==> config.mk <==
export PLATFORM = sky130hd
export DESIGN_NAME = mmio_io_bridge
export DESIGN_NICKNAME = d
export VERILOG_FILES = /design/src/rtl/mmio_io_bridge.sv
export SDC_FILE = /design/constraint.sdc
export NUM_CORES = 1
export LEC_CHECK = 0
export ABC_AREA = 1
export BUFFER_PORTS_ARGS = -buffer_cell sky130_fd_sc_hd__buf_2
export CAP_MARGIN = 40
export CORE_UTILIZATION = 32
export DETAILED_ROUTE_END_ITERATION = 12
export GPL_TIMING_DRIVEN = 0
export SETUP_SLACK_MARGIN = 0.1
export SLEW_MARGIN = 15
export SYNTH_ARGS = -nofsm -noshare
export SYNTH_HDL_FRONTEND = slang
export SYNTH_SLANG_ARGS = --single-unit
==> constraint.sdc <==
create_clock -name clock -period 4.8 [get_ports clock]
set_clock_uncertainty 0.2 [all_clocks]
set_input_delay 0.24 -clock clock [delete_from_list [all_inputs] [get_ports clock]]
set_output_delay 0.24 -clock clock [all_outputs]
set_load 0.01 [all_outputs]
==> src/rtl/mmio_io_bridge.sv <==
// Memory-mapped bridge exposing debounced buttons, sticky press flags, LEDs and a
// programmable frame-tick timer to the processor data-memory port.
module mmio_io_bridge #(
    parameter int          NUM_BTN         = 4,
    parameter int          NUM_LED         = 16,
    parameter int          DEBOUNCE_CYCLES = 500000,
    parameter logic [11:0] BASE_ADDR       = 12'hF00
) (
    input  logic               clock,
    input  logic               CPU_RESETN,
    input  logic [11:0]        addr,
    input  logic               wren,
    input  logic [31:0]        wdata,
    output logic [31:0]        rdata,
    output logic               hit,
    input  logic [NUM_BTN-1:0] btn_raw,
    output logic [NUM_LED-1:0] led,
    output logic               tick
);

    localparam int               CNT_W    = $clog2(DEBOUNCE_CYCLES);
    localparam logic [CNT_W-1:0] CNT_LAST = CNT_W'(DEBOUNCE_CYCLES - 1);

    localparam logic [11:0] OFF_BTN_STATE   = 12'd0;
    localparam logic [11:0] OFF_BTN_PRESS   = 12'd1;
    localparam logic [11:0] OFF_LED         = 12'd2;
    localparam logic [11:0] OFF_TICK_PERIOD = 12'd3;
    localparam logic [11:0] OFF_TICK_COUNT  = 12'd4;
    localparam logic [11:0] OFF_STATUS      = 12'd5;

    logic [11:0]        off;
    logic               in_win;
    logic               wr_press, wr_led, wr_period, wr_count, wr_status;

    logic [NUM_BTN-1:0] sync1, sync2, stable, press, accept, rise;
    logic [CNT_W-1:0]   db_cnt [NUM_BTN];

    logic [31:0]        period, tmr_cnt, count;
    logic               pending, fire;
    logic [31:0]        rd_mux;

    // Wrapping subtraction keeps the window test to a single compare.
    assign off    = addr - BASE_ADDR;
    assign in_win = (off < 12'd6);

    assign wr_press  = wren && in_win && (off == OFF_BTN_PRESS);
    assign wr_led    = wren && in_win && (off == OFF_LED);
    assign wr_period = wren && in_win && (off == OFF_TICK_PERIOD);
    assign wr_count  = wren && in_win && (off == OFF_TICK_COUNT);
    assign wr_status = wren && in_win && (off == OFF_STATUS);

    always_ff @(posedge clock or negedge CPU_RESETN) begin
        if (!CPU_RESETN) begin
            sync1 <= '0;
            sync2 <= '0;
        end else begin
            sync1 <= btn_raw;
            sync2 <= sync1;
        end
    end

    always_comb begin
        accept = '0;
        for (int i = 0; i < NUM_BTN; i++)
            accept[i] = (sync2[i] != stable[i]) && (db_cnt[i] == CNT_LAST);
    end

    // A differing synced value that is accepted can only be a rising edge if it is 1.
    assign rise = accept & sync2;

    always_ff @(posedge clock or negedge CPU_RESETN) begin
        if (!CPU_RESETN) begin
            stable <= '0;
            for (int i = 0; i < NUM_BTN; i++)
                db_cnt[i] <= '0;
        end else begin
            for (int i = 0; i < NUM_BTN; i++) begin
                if (sync2[i] == stable[i]) begin
                    db_cnt[i] <= '0;
                end else if (accept[i]) begin
                    stable[i] <= sync2[i];
                    db_cnt[i] <= '0;
                end else begin
                    db_cnt[i] <= db_cnt[i] + CNT_W'(1);
                end
            end
        end
    end

    always_ff @(posedge clock or negedge CPU_RESETN) begin
        if (!CPU_RESETN) begin
            press <= '0;
            led   <= '0;
        end else begin
            press <= (press & ~(wr_press ? wdata[NUM_BTN-1:0] : '0)) | rise;
            if (wr_led)
                led <= wdata[NUM_LED-1:0];
        end
    end

    // A period write restarts the phase, so it suppresses any tick due on that edge.
    assign fire = (period != 32'd0) && (tmr_cnt == period - 32'd1) && !wr_period;

    always_ff @(posedge clock or negedge CPU_RESETN) begin
        if (!CPU_RESETN) begin
            period  <= '0;
            tmr_cnt <= '0;
            count   <= '0;
            pending <= 1'b0;
            tick    <= 1'b0;
        end else begin
            tick <= fire;
            if (wr_period) begin
                period  <= wdata;
                tmr_cnt <= '0;
            end else if (fire) begin
                tmr_cnt <= '0;
            end else if (period != 32'd0) begin
                tmr_cnt <= tmr_cnt + 32'd1;
            end
            if (wr_count)
                count <= '0;
            else if (fire)
                count <= count + 32'd1;
            if (fire)
                pending <= 1'b1;
            else if (wr_status && wdata[0])
                pending <= 1'b0;
        end
    end

    always_comb begin
        rd_mux = '0;
        case (off)
            OFF_BTN_STATE:   rd_mux[NUM_BTN-1:0] = stable;
            OFF_BTN_PRESS:   rd_mux[NUM_BTN-1:0] = press;
            OFF_LED:         rd_mux[NUM_LED-1:0] = led;
            OFF_TICK_PERIOD: rd_mux = period;
            OFF_TICK_COUNT:  rd_mux = count;
            OFF_STATUS:      rd_mux[0] = pending;
            default:         rd_mux = '0;
        endcase
    end

    always_ff @(posedge clock or negedge CPU_RESETN) begin
        if (!CPU_RESETN) begin
            rdata <= '0;
            hit   <= 1'b0;
        end else begin
            rdata <= in_win ? rd_mux : 32'd0;
            hit   <= in_win;
        end
    end

endmodule

After elaboration in Yosys (flattened, before gate mapping) --
Cells that the tools add are included.
Storage, ports and cells: logic and storage cells 98, bits in registers 239, bits of input ports 51, output and inout port bits 50
Cells by class: bitwise operators 8, reductions and logical operators 23, equality and inequality tests 18, multiplexer cells 21, $add $sub $neg 8, order comparisons 1
Operators by type and width (number):
- two-way mux 32 bit | 6
- two-way mux 19 bit | 8
- adder 19 x 1 -> 19 bit, second input constant | 4
- == test 19 bit, second input constant | 4
- adder 32 x 1 -> 32 bit, second input constant | 2
- case mux 12 bit (3 select lines) | 1
- == test 32 bit | 1
- case mux 16 bit (2 select lines) | 1
- nonzero test 32 bit | 1
- subtractor 32 x 1 -> 32 bit, second input constant | 1
- == test 12 x 2 -> 1 bit, second input constant | 2
- == test 12 x 3 -> 1 bit, second input constant | 2
- case mux 3 bit (5 select lines) | 1
- logical AND 1 bit | 13
- == test 12 x 1 -> 1 bit, second input constant | 1
- logical NOT 12 bit | 1
- < comparator 12 x 3 -> 1 bit, second input constant | 1
- subtractor 12 bit, second input constant | 1
- bitwise AND 4 bit | 2
- AND reduction 2 bit | 4
- case mux 1 bit (6 select lines) | 1
- == test 1 bit | 4
- two-way mux 4 bit | 1
- != test 1 bit | 4
- other kinds (7) | 12

Logic depth before layout (Yosys ltp) --
Gate-level depths: netlist (run 1).
depth after elaboration 8, gate-level depth with buffers 19, depth with buffers taken out 18

Worst setup path after synthesis (run 1) --
Ideal clock, no wire load.
kind register to register, start register period[0], end register tmr_cnt[11], buffers on the path 1, setup slack 2351 ps, arrival time 2116 ps, setup time 133 ps, clock period less this slack 2449 ps, required time 4467 ps, cell stages (with the launch flop) 17, cells stage by stage dfrtp_1 inv_2 ha_1 nand2_1 nor2_2 nand3_1 nand2_1 nand2_1 nor2_1 nand2_1 nor2_1 nand3_2 nor2_8 nand2_2 nand2_2 buf_6 o22ai_1
Between the ends: cells in the longest elaborated chain, start to end 6, elaborated cells between the ends (all ways) 8, those cells by class 1 x add/sub; 1 x eq/ne; 2 x mux; 4 x reduce/logical
Ends and longest elaborated chain:
- start, declared | line 38 | logic [31:0] period, tmr_cnt, count;
- start signal, assigned | line 114 | period <= wdata;
- subtractor 32 x 1 -> 32 bit | line 102 | assign fire = (period != 32'd0) && (tmr_cnt == period - 32'd1) && !wr_period;
- == test 32 bit | line 102
- logical AND 1 bit (2 in series) | line 102
- two-way mux 32 bit | line 116 | end else if (fire) begin
- two-way mux 32 bit | line 113 | if (wr_period) begin
- end signal, assigned | line 119 | tmr_cnt <= tmr_cnt + 32'd1;
- end, declared | line 38
Parallel ways exist; a longest one is shown, timed or not. A chain may end at the register's enable or synchronous reset.

Worst setup path in the final report (run 1) --
start input addr[1], end register period[6]
Between the ends: cells in the longest elaborated chain, start to end 4, elaborated cells between the ends (all ways) 5, those cells by class 1 x add/sub; 1 x order compare; 1 x eq/ne; 2 x reduce/logical
Ends and longest elaborated chain:
- start, declared | line 11 | input logic [11:0] addr,
- subtractor 12 bit | line 43 | assign off = addr - BASE_ADDR;
- < comparator 12 x 3 -> 1 bit | line 44 | assign in_win = (off < 12'd6);
- via in_win | line 32 | logic in_win;
- logical AND 1 bit (2 in series) | line 48 | assign wr_period = wren && in_win && (off == OFF_TICK_PERIOD);
The timed path passes the listed nets, and every way through them passes these cells.

==> results of run 1 <==
critical path, stage by stage:
cell and delay, ps:
dlygate4sd3_1 550, buf_2 150, inv_1 90, o21ai_0 100
dlygate4sd3_1 570, nor2_1 250, nand2_1 200, nor2_1 340
clkbuf_1 530, clkbuf_1 660, nand2_1 190, o21ai_0 120
worst max path at each step:
stage | startpoint | to | slack [ps] | cells after the start
after floorplan | period[0] | tmr_cnt[11] | 2350 | 16
after detailed placement | period[0] | tmr_cnt[0] | 1340 | 16
after global routing | addr[1] | period[6] | 860 | 12
after CTS | addr[1] | period[6] | 1200 | 12
final | addr[1] | period[6] | 1080 | 12
after global placement | CPU_RESETN | period[31] | -1110 | 1
report_power, final:
group | internal [mW] | total (mW) | leakage [nW] | switching (mW)
registers | 2.03 | 2.04 | 2.92 | 0.00811
clock network | 1.27 | 2.16 | 0.458 | 0.889
logic | 0.0569 | 0.145 | 4.38 | 0.0882
total | 3.36 | 4.34 | 7.76 | 0.986
per-stage QoR:
step	cells	hold WS, ps	power, mW
finish	2488	15.7	4.34
global placement	2394	136	2.18
CTS	2488	6.67	4.39
detailed placement	2396	41.5	2.19
global route	2488	57.4	4.48
floorplan	1762	-256	2.11
timing repair:
item | in CTS | in global routing
endpoints found under the hold margin | 297 | 0
hold buffers | 42 | 0
setup endpoints to repair | 0 | 0
cell type report:
| class | instances | share of cell area, % |
|---|---|---|
| clock buffer | 39 | 5.06 |
| buffer | 32 | 1.09 |
| multi-input combinational | 1238 | 38.8 |
| sequential | 239 | 37.7 |
| clock inverter | 11 | 0.876 |
| inverter | 253 | 5.99 |
| timing repair buffer | 144 | 6.22 |
| tap | 532 | 4.20 |
kinds of logic (layout without fill, tap and decap cells):
group                      Yosys count  after routing  share of synthesized area, %
muxes                               12             12                          1.02
adders and majority gates            7              7                         0.660
DFF                                239            239                          45.1
and+or+nand+nor                    961            961                          32.0
xor gates and xnor gates            69             69                          4.56
buffers and inverters              285            479                          8.46
AOI/OAI and AO/OA                  189            189                          8.21
per-layer routing:
layer	share of wire (%)	wire length, um	global-route usage (%)
met5	0.11	45	0
met4	2.6	1020	5.05
met3	6.0	2400	3.10
met2	45	17700	29.9
met1	47	18600	27.1
cell usage in the layout, fill, tap and decap left out, types with 3 or more instances in the layout:
master,instances
clkbuf_1,26
nor2_4,4
mux2_2,12
nand4_1,50
o221ai_1,12
dlygate4sd3_1,42
o21a_1,3
nor3_1,57
and3_1,4
xnor2_1,21
ha_1,7
a22oi_1,4
clkinv_2,5
clkbuf_8,6
nor2_2,12
nand3_1,109
inv_1,242
o21ai_0,80
nor2_1,243
buf_6,5
xor2_1,48
inv_2,7
nor3_2,4
a21oi_1,33
clkbuf_16,28
nand3b_1,12
nand2_1,427
clkinv_1,4
or2_2,3
o21ai_1,6
nand2_2,9
buf_2,102
buf_4,3
a31oi_1,6
nor2_8,3
o22ai_1,35
nor3b_1,8
a211oi_1,5
nor4_1,13
dfrtp_1,239
registers in the layout, summed over array words and instances, names as in the netlist:
| signal | cells |
|---|---|
| led | 16 |
| hit | 1 |
| sync1 | 4 |
| rdata | 32 |
| period | 32 |
| count | 32 |
| pending | 1 |
| sync2 | 4 |
| tmr_cnt | 32 |
| tick | 1 |
| stable | 4 |
| db_cnt | 76 |
| press | 4 |
==> metrics.log, run 1 <==
[metrics] final net count: 1994
[metrics] Detailed Routing Iterations Pass 1: 5
[metrics] CTS H-Tree Depth: 1
[metrics] Mapped Avg Cell Area: 7.53 um^2
[metrics] achievable clock frequency: 269 MHz
[metrics] total wire length: 39.8 mm
[metrics] synth unique cells: 43
[metrics] wire per inst: 16.0 um
[metrics] Max Transition Viols Final: 0
[metrics] height of the chip: 206 um
[metrics] final worst path period share: 77.6%
[metrics] post-CTS setup repair buffer count: 0
[metrics] Die Footprint: 42300 um^2
[metrics] primary flip-flop cell chosen by synthesis mapping: dfrtp_1
[metrics] floorplan core area: 40800 um^2
[metrics] clock tree buffer depth: 3
[metrics] clock slew seen by the registers of the worst setup and hold paths: 60 ps
[metrics] post-route core utilization: 38.8%
[metrics] number of port buffers: 100
[metrics] number of global-route vias before repair: 11900
[metrics] residual antenna-violating net count after detailed routing: 0
[metrics] clock period minus final worst setup slack: 3720 ps
[metrics] Sequential Area: 5980 um^2
[metrics] latest clock arrival within the worst-skew pair: 570 ps
[metrics] CTS-repair resized insts: 0
[metrics] most frequently used cell type in the post-synthesis netlist: nand2_1
[metrics] via count: 12400
[metrics] Synth area leaders: dfrtp_1 (45%), nand2_1 (12%), nor2_1 (6.9%), inv_1 (6.8%), nand3_1 (4.1%)
[metrics] syn nets: 1820
[metrics] endpoints failing setup: 0
[metrics] Slew HR: 45.0%
[metrics] number of endpoints with negative hold slack in the final report: 0
[metrics] Post-synth top cells: nand2_1 (427), nor2_1 (243), inv_1 (242)
[metrics] setup slack after placement: 1340 ps
[metrics] post-synthesis async set-or-reset flop share: 100%
[metrics] Post-synth EDFFs: 0
[metrics] diode insertion count for antenna repair: 0
[metrics] Final TNS setup: 0 ps
[metrics] post-detailed-route DRC marker count: 0
[metrics] count of maximum capacitance violations: 0
[metrics] min-delay worst type: input pin to asynchronous set/reset pin
[metrics] fraction of layout instances using a drive strength above 1: 10.9%
[metrics] final weighted congestion of routability-driven global placement: 0.961
[metrics] synthesized instance count: 1762
[metrics] Tightest Pin Transition: 818 ps
[metrics] multi-input combinational cell area: 6160 um^2
[metrics] wire length of the first global-routing pass: 63.2 mm
[metrics] total global routing track utilization: 19.1%
[metrics] Crit Path Class: input pin to flip-flop
[metrics] number of core rows: 74
[metrics] clock tree from TritonCTS: built
[metrics] Yosys warning count: 0
[metrics] number of cells on the worst reg-to-reg path: 16
[metrics] post-synthesis cell type with the largest combined area: dfrtp_1
[metrics] worst flop-to-flop path startpoint: period[0]
[metrics] post-synthesis instance area: 13300 um^2
[metrics] antenna violations before repair: 3
[metrics] clock sink count: 239
[metrics] run status: complete, no violations
[metrics] category of the worst setup path launch point: input pin
[metrics] top fanout value on the critical path: 10
[metrics] placed inst area: 14500 um^2
[metrics] final setup slack of the worst path: 1080 ps
[metrics] sequential-to-total area share from yosys stat: 45.1%
[metrics] TritonCTS Buffers: 28
[metrics] RR Endpoint: tmr_cnt[0]
[metrics] Die X: 206 um
[metrics] Iter 0 DRT Violations: 853
[metrics] largest net degree at the start of global routing: 94
[metrics] Max rail drop VDD: 0.000258 V
[metrics] count of pins on the block boundary: 101
[metrics] clock tree root driver cell: clkbuf_16
[metrics] nature of the critical path endpoint: flip-flop
[metrics] static leakage power: 7.76 nW
[metrics] area growth from synthesis to final layout: 19.5%
[metrics] RSZ-0062 raised after global routing: false
[metrics] starting density of the core: 32.5%
[metrics] final-layout fill cell count: 4224
[metrics] share of the synthesized area in the top cell type: 45.1%
[metrics] overflow left after global routing: 0
[metrics] Final Cell Area: 15900 um^2
[metrics] register bit total from synthesis: 239
[metrics] sum of net half-perimeters after detailed placement: 30.2 mm
[metrics] Worst EP required: 5090 ps
[metrics] Data arrival, critical path: 4010 ps
[metrics] Via-to-Cell Ratio: 4.97
[metrics] total power density per cell area: 274 nW/um^2
[metrics] reg-to-reg setup timing slack: 1340 ps
Note: power is estimated with default switching activity, not from simulation.
==> inputs of run 2 (changes only) <==
clock period = 3.8 ns   (was 4.8 ns; I/O delays follow)
==> metrics.log, run 2 (synthesized netlist as in run 1, its figures left out) <==
[metrics] run status: complete, no violations
[metrics] Tightest Pin Transition: 829 ps (+11.8 ps)
[metrics] clock slew seen by the registers of the worst setup and hold paths: 60 ps (about the same)
[metrics] number of global-route vias before repair: 12000 (+0.45%)
[metrics] starting density of the core: 32.5% (unchanged)
[metrics] count of maximum capacitance violations: 0 (unchanged)
[metrics] top fanout value on the critical path: 10 (unchanged)
[metrics] via count: 12400 (+0.48%)
[metrics] CP max stage delay: 580 ps (-80 ps)
[metrics] RR Endpoint: tmr_cnt[0]
[metrics] Max Transition Viols Final: 0 (unchanged)
[metrics] Data arrival, critical path: 3700 ps (-310 ps)
[metrics] clock tree from TritonCTS: built
[metrics] number of endpoints with negative hold slack in the final report: 0 (unchanged)
[metrics] most frequent standard cell in the layout excluding fill and tap cells: nand2_1
[metrics] Iter 0 DRT Violations: 830 (-2.7%)
[metrics] largest net degree at the start of global routing: 94 (unchanged)
[metrics] clock sink count: 239 (unchanged)
[metrics] Final Cell Area: 15900 um^2 (+0.47%)
[metrics] slowest cell on the critical path: clkbuf_1
[metrics] number of core rows: 74 (unchanged)
[metrics] reg-to-reg setup timing slack: 520 ps (-820 ps)
[metrics] clock period minus final worst setup slack: 3480 ps
[metrics] fraction of layout instances using a drive strength above 1: 11.1% (+0.13 points)
[metrics] Detailed Routing Iterations Pass 1: 5 (unchanged)
[metrics] category of the worst setup path launch point: input pin
[metrics] number of port buffers: 100 (unchanged)
[metrics] Via-to-Cell Ratio: 4.99 (+0.28%)
[metrics] TritonCTS Buffers: 28 (unchanged)
[metrics] sum of net half-perimeters after detailed placement: 30.2 mm (unchanged)
[metrics] worst flop-to-flop path startpoint: period[0]
[metrics] total design power: 5.50 mW (+27%)
[metrics] CTS H-Tree Depth: 1 (unchanged)
[metrics] register name with the most flops: db_cnt
[metrics] final weighted congestion of routability-driven global placement: 0.961 (unchanged)
[metrics] number of cells on the worst reg-to-reg path: 16 (unchanged)
[metrics] clock tree buffer depth: 3 (unchanged)
[metrics] multi-input combinational cell area: 6160 um^2 (about the same)
[metrics] wire per inst: 16.0 um (+0.13%)
[metrics] diode insertion count for antenna repair: 0 (unchanged)
[metrics] total power density per cell area: 345 nW/um^2 (+26%)
[metrics] endpoints failing setup: 0 (unchanged)
[metrics] total global routing track utilization: 19.2% (+0.10 points)
[metrics] static leakage power: 7.80 nW (+0.48%)
[metrics] Final TNS setup: 0 ps (unchanged)
[metrics] latest clock arrival within the worst-skew pair: 570 ps (about the same)
[metrics] achievable clock frequency: 287 MHz
[metrics] post-detailed-route DRC marker count: 0 (unchanged)
[metrics] top library cells by usage in the layout, fill and taps aside: nand2_1 (426), nor2_1 (243), inv_1 (242)
[metrics] cells traversed along the worst timing path: dlygate4sd3_1 > buf_2 > inv_1 > o21ai_0 > dlygate4sd3_1 > nor2_1 > nand2_1 > nor2_1 > clkbuf_1 > clkbuf_1 > o21ai_0
[metrics] RSZ-0062 raised after global routing: false
[metrics] nature of the critical path endpoint: flip-flop
[metrics] placed inst area: 14500 um^2 (unchanged)
[metrics] wire length of the first global-routing pass: 63.5 mm (+0.49%)
[metrics] overflow left after global routing: 0 (unchanged)
[metrics] floorplan core area: 40800 um^2 (unchanged)
[metrics] area growth from synthesis to final layout: 20.1%
[metrics] Worst EP required: 4020 ps (-1070 ps)
[metrics] Crit Path Class: input pin to flip-flop
[metrics] min-delay worst type: input pin to flip-flop
[metrics] worst min-delay path startpoint: btn_raw[3]
[metrics] Sequential Area: 5980 um^2 (unchanged)
[metrics] final worst path period share: 91.6%
[metrics] residual antenna-violating net count after detailed routing: 0 (unchanged)
[metrics] Max rail drop VDD: 0.000329 V (+28%)
[metrics] tightest hold margin: 44.0 ps (+28.4 ps)
[metrics] clock tree root driver cell: clkbuf_16
[metrics] final-layout fill cell count: 4215 (-0.21%)
[metrics] antenna violations before repair: 2 (-1)
[metrics] Die Footprint: 42300 um^2 (unchanged)
[metrics] total wire length: 39.9 mm (+0.33%)
[metrics] depth of the worst hold-timing path: 2
[metrics] worst hold path endpoint: sync1[3]
[metrics] final net count: 1999 (+0.25%)
[metrics] Slew HR: 44.2% (-0.79 points)
[metrics] flip-flop count of the largest register after layout: 76 (unchanged)
[metrics] count of pins on the block boundary: 101 (unchanged)
[metrics] startpoint of the worst setup timing path: addr[1]
[metrics] height of the chip: 206 um (unchanged)
[metrics] Die X: 206 um (unchanged)
==> run 2: report_power, final <==
group,internal [mW],total [mW],switching [mW]
registers,2.56,2.57,0.0103
logic,0.0776,0.191,0.114
clock network,1.61,2.74,1.13
==> run 2: stage by stage <==
step	cells	utilization, %	setup slack (ps)
2_1_floorplan	1762	-	1350
3_3_place_gp	2394	35.3	-2060
3_5_place_dp	2396	35.5	342
4_1_cts	2493	39.0	246
5_1_grt	2493	39.0	111
6_report	2493	39.0	319
==> run 2: what timing repair did <==
item | in CTS | in global routing
hold endpoints to repair | 299 | 0
hold buffers | 47 | 0
buffers inserted | 0 | 0
endpoints found under the setup margin | 0 | 15
resized for setup | 0 | 4
==> run 2: routing by layer <==
layer	routed length (um)	part of all wire (%)	global-route usage (%)	vias to the layer above
met1	18800	47	27.2	5906
met5	31	0.078	0	-
met2	17600	44	30.1	380
met3	2380	6.0	3.03	75
met4	1080	2.7	5.19	4
li1	-	-	-	6064
==> run 2: how the worst max path moves through the flow <==
stage                        endpoint  slack (ps)  depth (start not counted)
after global routing       period[30]         110                         11
after global placement     period[31]       -2060                          1
after CTS                   period[6]         250                         12
final                      period[31]         320                         11
after detailed placement   tmr_cnt[0]         340                         16
after floorplan           tmr_cnt[11]        1350                         16
==> run 2: area by class of cell <==
class	count	share of cell area [%]
plain buffers	32	1.11
flip-flops and latches	239	37.5
repair buffers	149	6.61
well taps	532	4.18
multi-input cells	1238	38.7
clock buffers	39	5.03
inverters	253	5.96
clock inverters	11	0.872
==> run 2: worst max-delay path: cells and delay by family <==
| kind | cells | cell delay [ps] |
|---|---|---|
| buffers and inverters | 6 | 2440 |
| AND/OR/NAND/NOR | 3 | 800 |
| AO/OA/AOI/OAI | 2 | 250 |
==> inputs of run 3 (changes only) <==
CORE_ASPECT_RATIO = 0.9   (was default)
MAX_ROUTING_LAYER = met4   (was default)
REMOVE_ABC_BUFFERS = 1   (was default)
==> metrics.log, run 3 (synthesized netlist as in run 1, its figures left out) <==
[metrics] residual antenna-violating net count after detailed routing: 0 (unchanged)
[metrics] sum of net half-perimeters after detailed placement: 28.2 mm (-6.8%)
[metrics] TritonCTS Buffers: 28 (unchanged)
[metrics] CP max stage delay: 380 ps (-200 ps)
[metrics] via count: 12000 (-3.3%)
[metrics] placed inst area: 14500 um^2 (about the same)
[metrics] height of the chip: 195 um (-5.1%)
[metrics] final-layout fill cell count: 4143 (-1.7%)
[metrics] multi-input combinational cell area: 6200 um^2 (+0.57%)
[metrics] register name with the most flops: db_cnt
[metrics] number of port buffers: 100 (unchanged)
[metrics] number of core rows: 70 (-5.4%)
[metrics] count of maximum capacitance violations: 0 (unchanged)
[metrics] Die X: 217 um (+5.4%)
[metrics] total power density per cell area: 357 nW/um^2 (+3.4%)
[metrics] category of the worst setup path launch point: flip-flop
[metrics] starting density of the core: 32.6% (+0.084 points)
[metrics] CTS H-Tree Depth: 1 (unchanged)
[metrics] Iter 0 DRT Violations: 835 (+0.60%)
[metrics] fraction of layout instances using a drive strength above 1: 11.2% (+0.15 points)
[metrics] static leakage power: 7.83 nW (+0.33%)
[metrics] clock period minus final worst setup slack: 3380 ps (-106 ps)
[metrics] Max rail drop VDD: 0.000367 V (+11%)
[metrics] run status: complete, but fails checks
[metrics] Detailed Routing Iterations Pass 1: 5 (unchanged)
[metrics] post-detailed-route DRC marker count: 0 (unchanged)
[metrics] violated checks: hold timing
[metrics] number of endpoints with negative hold slack in the final report: 3 (+3)
[metrics] clock tree from TritonCTS: built
[metrics] Worst EP required: 4050 ps (+30 ps)
[metrics] overflow left after global routing: 0 (unchanged)
[metrics] clock slew seen by the registers of the worst setup and hold paths: 60 ps (about the same)
[metrics] Die Footprint: 42300 um^2 (about the same)
[metrics] achievable clock frequency: 296 MHz (+3.1%)
[metrics] wire length of the first global-routing pass: 61.0 mm (-4.0%)
[metrics] RSZ-0062 raised after global routing: true
[metrics] total wire length: 37.4 mm (-6.4%)
[metrics] Final Cell Area: 16000 um^2 (+0.38%)
[metrics] wire per inst: 15.1 um (-5.8%)
[metrics] slowest cell on the critical path: dfrtp_1
[metrics] Data arrival, critical path: 3620 ps (-80 ps)
[metrics] latest clock arrival within the worst-skew pair: 560 ps (about the same)
[metrics] final weighted congestion of routability-driven global placement: 0.967 (+0.54%)
[metrics] min-delay worst type: input pin to asynchronous set/reset pin
[metrics] antenna violations before repair: 1 (-1)
[metrics] floorplan core area: 40700 um^2 (-0.26%)
[metrics] number of global-route vias before repair: 11600 (-2.9%)
[metrics] clock tree root driver cell: clkbuf_16
[metrics] cells traversed along the worst timing path: inv_2 > ha_1 > nand2_1 > nor2_2 > nand3_1 > nand2_1 > nand2_1 > nor2_1 > and3_1 > nand2_1 > nor2_4 > buf_8 > nand2_4 > nor3_1 > nor2_1
[metrics] top fanout value on the critical path: 20 (+10)
[metrics] Slew HR: 41.6% (-2.6 points)
[metrics] top library cells by usage in the layout, fill and taps aside: nand2_1 (425), inv_1 (242), nor2_1 (242)
[metrics] final worst path period share: 88.8% (-2.8 points)
[metrics] Via-to-Cell Ratio: 4.85 (-2.6%)
[metrics] total global routing track utilization: 18.4% (-0.79 points)
[metrics] Sequential Area: 5980 um^2 (unchanged)
[metrics] Max Transition Viols Final: 0 (unchanged)
[metrics] flip-flop count of the largest register after layout: 76 (unchanged)
[metrics] post-CTS setup repair buffer count: 0 (unchanged)
[metrics] Top cell by count, worst path: nand2_1
[metrics] Crit Path Class: flip-flop to flip-flop
[metrics] nature of the critical path endpoint: flip-flop
[metrics] clock tree buffer depth: 3 (unchanged)
[metrics] largest net degree at the start of global routing: 90 (-4.3%)
[metrics] tightest hold margin: -6.26 ps (-50.3 ps)
[metrics] clock sink count: 239 (unchanged)
[metrics] endpoints failing setup: 0 (unchanged)
[metrics] area growth from synthesis to final layout: 20.6%
[metrics] most frequent standard cell in the layout excluding fill and tap cells: nand2_1
[metrics] count of pins on the block boundary: 101 (unchanged)
[metrics] final net count: 1972 (-1.4%)
[metrics] Tightest Pin Transition: 867 ps (+38.0 ps)
==> run 3: cell type report <==
type                       count  area share [%]
clock buffer                  39            5.14
antenna                        1          0.0157
timing repair buffer         154            7.25
tap                          540            4.23
sequential                   239            37.4
clock inverter                12            1.26
multi-input combinational   1238            38.8
inverter                     253            5.94
==> run 3: report_power, final <==
group | internal, mW | total, mW | switching, mW
registers | 2.56 | 2.57 | 0.0102
clock network | 1.84 | 2.95 | 1.11
logic | 0.0738 | 0.181 | 0.107
total | 4.48 | 5.71 | 1.23
==> run 3: per-stage QoR <==
| stage | power, mW | setup WS [ps] | utilization (%) | setup TNS [ps] | instances |
|---|---|---|---|---|---|
| after floorplan | 2.66 | -357 | - | -10460 | 1730 |
| after global placement | 2.76 | -3020 | 35.0 | -684140 | 2370 |
| after detailed placement | 2.77 | -186 | 35.6 | -1820 | 2379 |
| after CTS | 5.79 | 207 | 39.2 | 0 | 2475 |
| after global routing | 5.91 | 70.8 | 39.3 | 0 | 2476 |
| final | 5.71 | 424 | 39.3 | 0 | 2476 |
==> run 3: timing repair <==
item / CTS / global route
endpoints found under the setup margin: 16 / 35
endpoints found under the hold margin: 195 / 0
hold buffers: 45 / 0
resized for setup: 2 / 4
==> run 3: path summary, 6_finish.rpt <==
path,to,slack [ps],cells after the start,from
max,count[7],420,15,period[0]
min,period[15],-6,2,CPU_RESETN
min in group clock,sync1[3],60,2,btn_raw[3]
max reg2reg,count[7],420,15,period[0]
max in group asynchronous,db_cnt[17],2100,4,CPU_RESETN
min reg2reg,sync2[0],150,0,sync1[0]
==> run 3: layer usage <==
layer	GRT usage (%)	up-vias	part of all wire (%)
li1	-	6007	-
met1	26.2	5663	50
met2	26.9	286	43
met3	2.91	63	4.9
met4	4.77	0	2.4
met5	-	-	0
==> run 3: critical path, delay by kind of cell, from the launching register on <==
| family | cells | cell delay, ps |
|---|---|---|
| simple gates | 12 | 2090 |
| fa+ha+maj | 1 | 250 |
| flops | 1 | 380 |
| buf+inv | 2 | 330 |
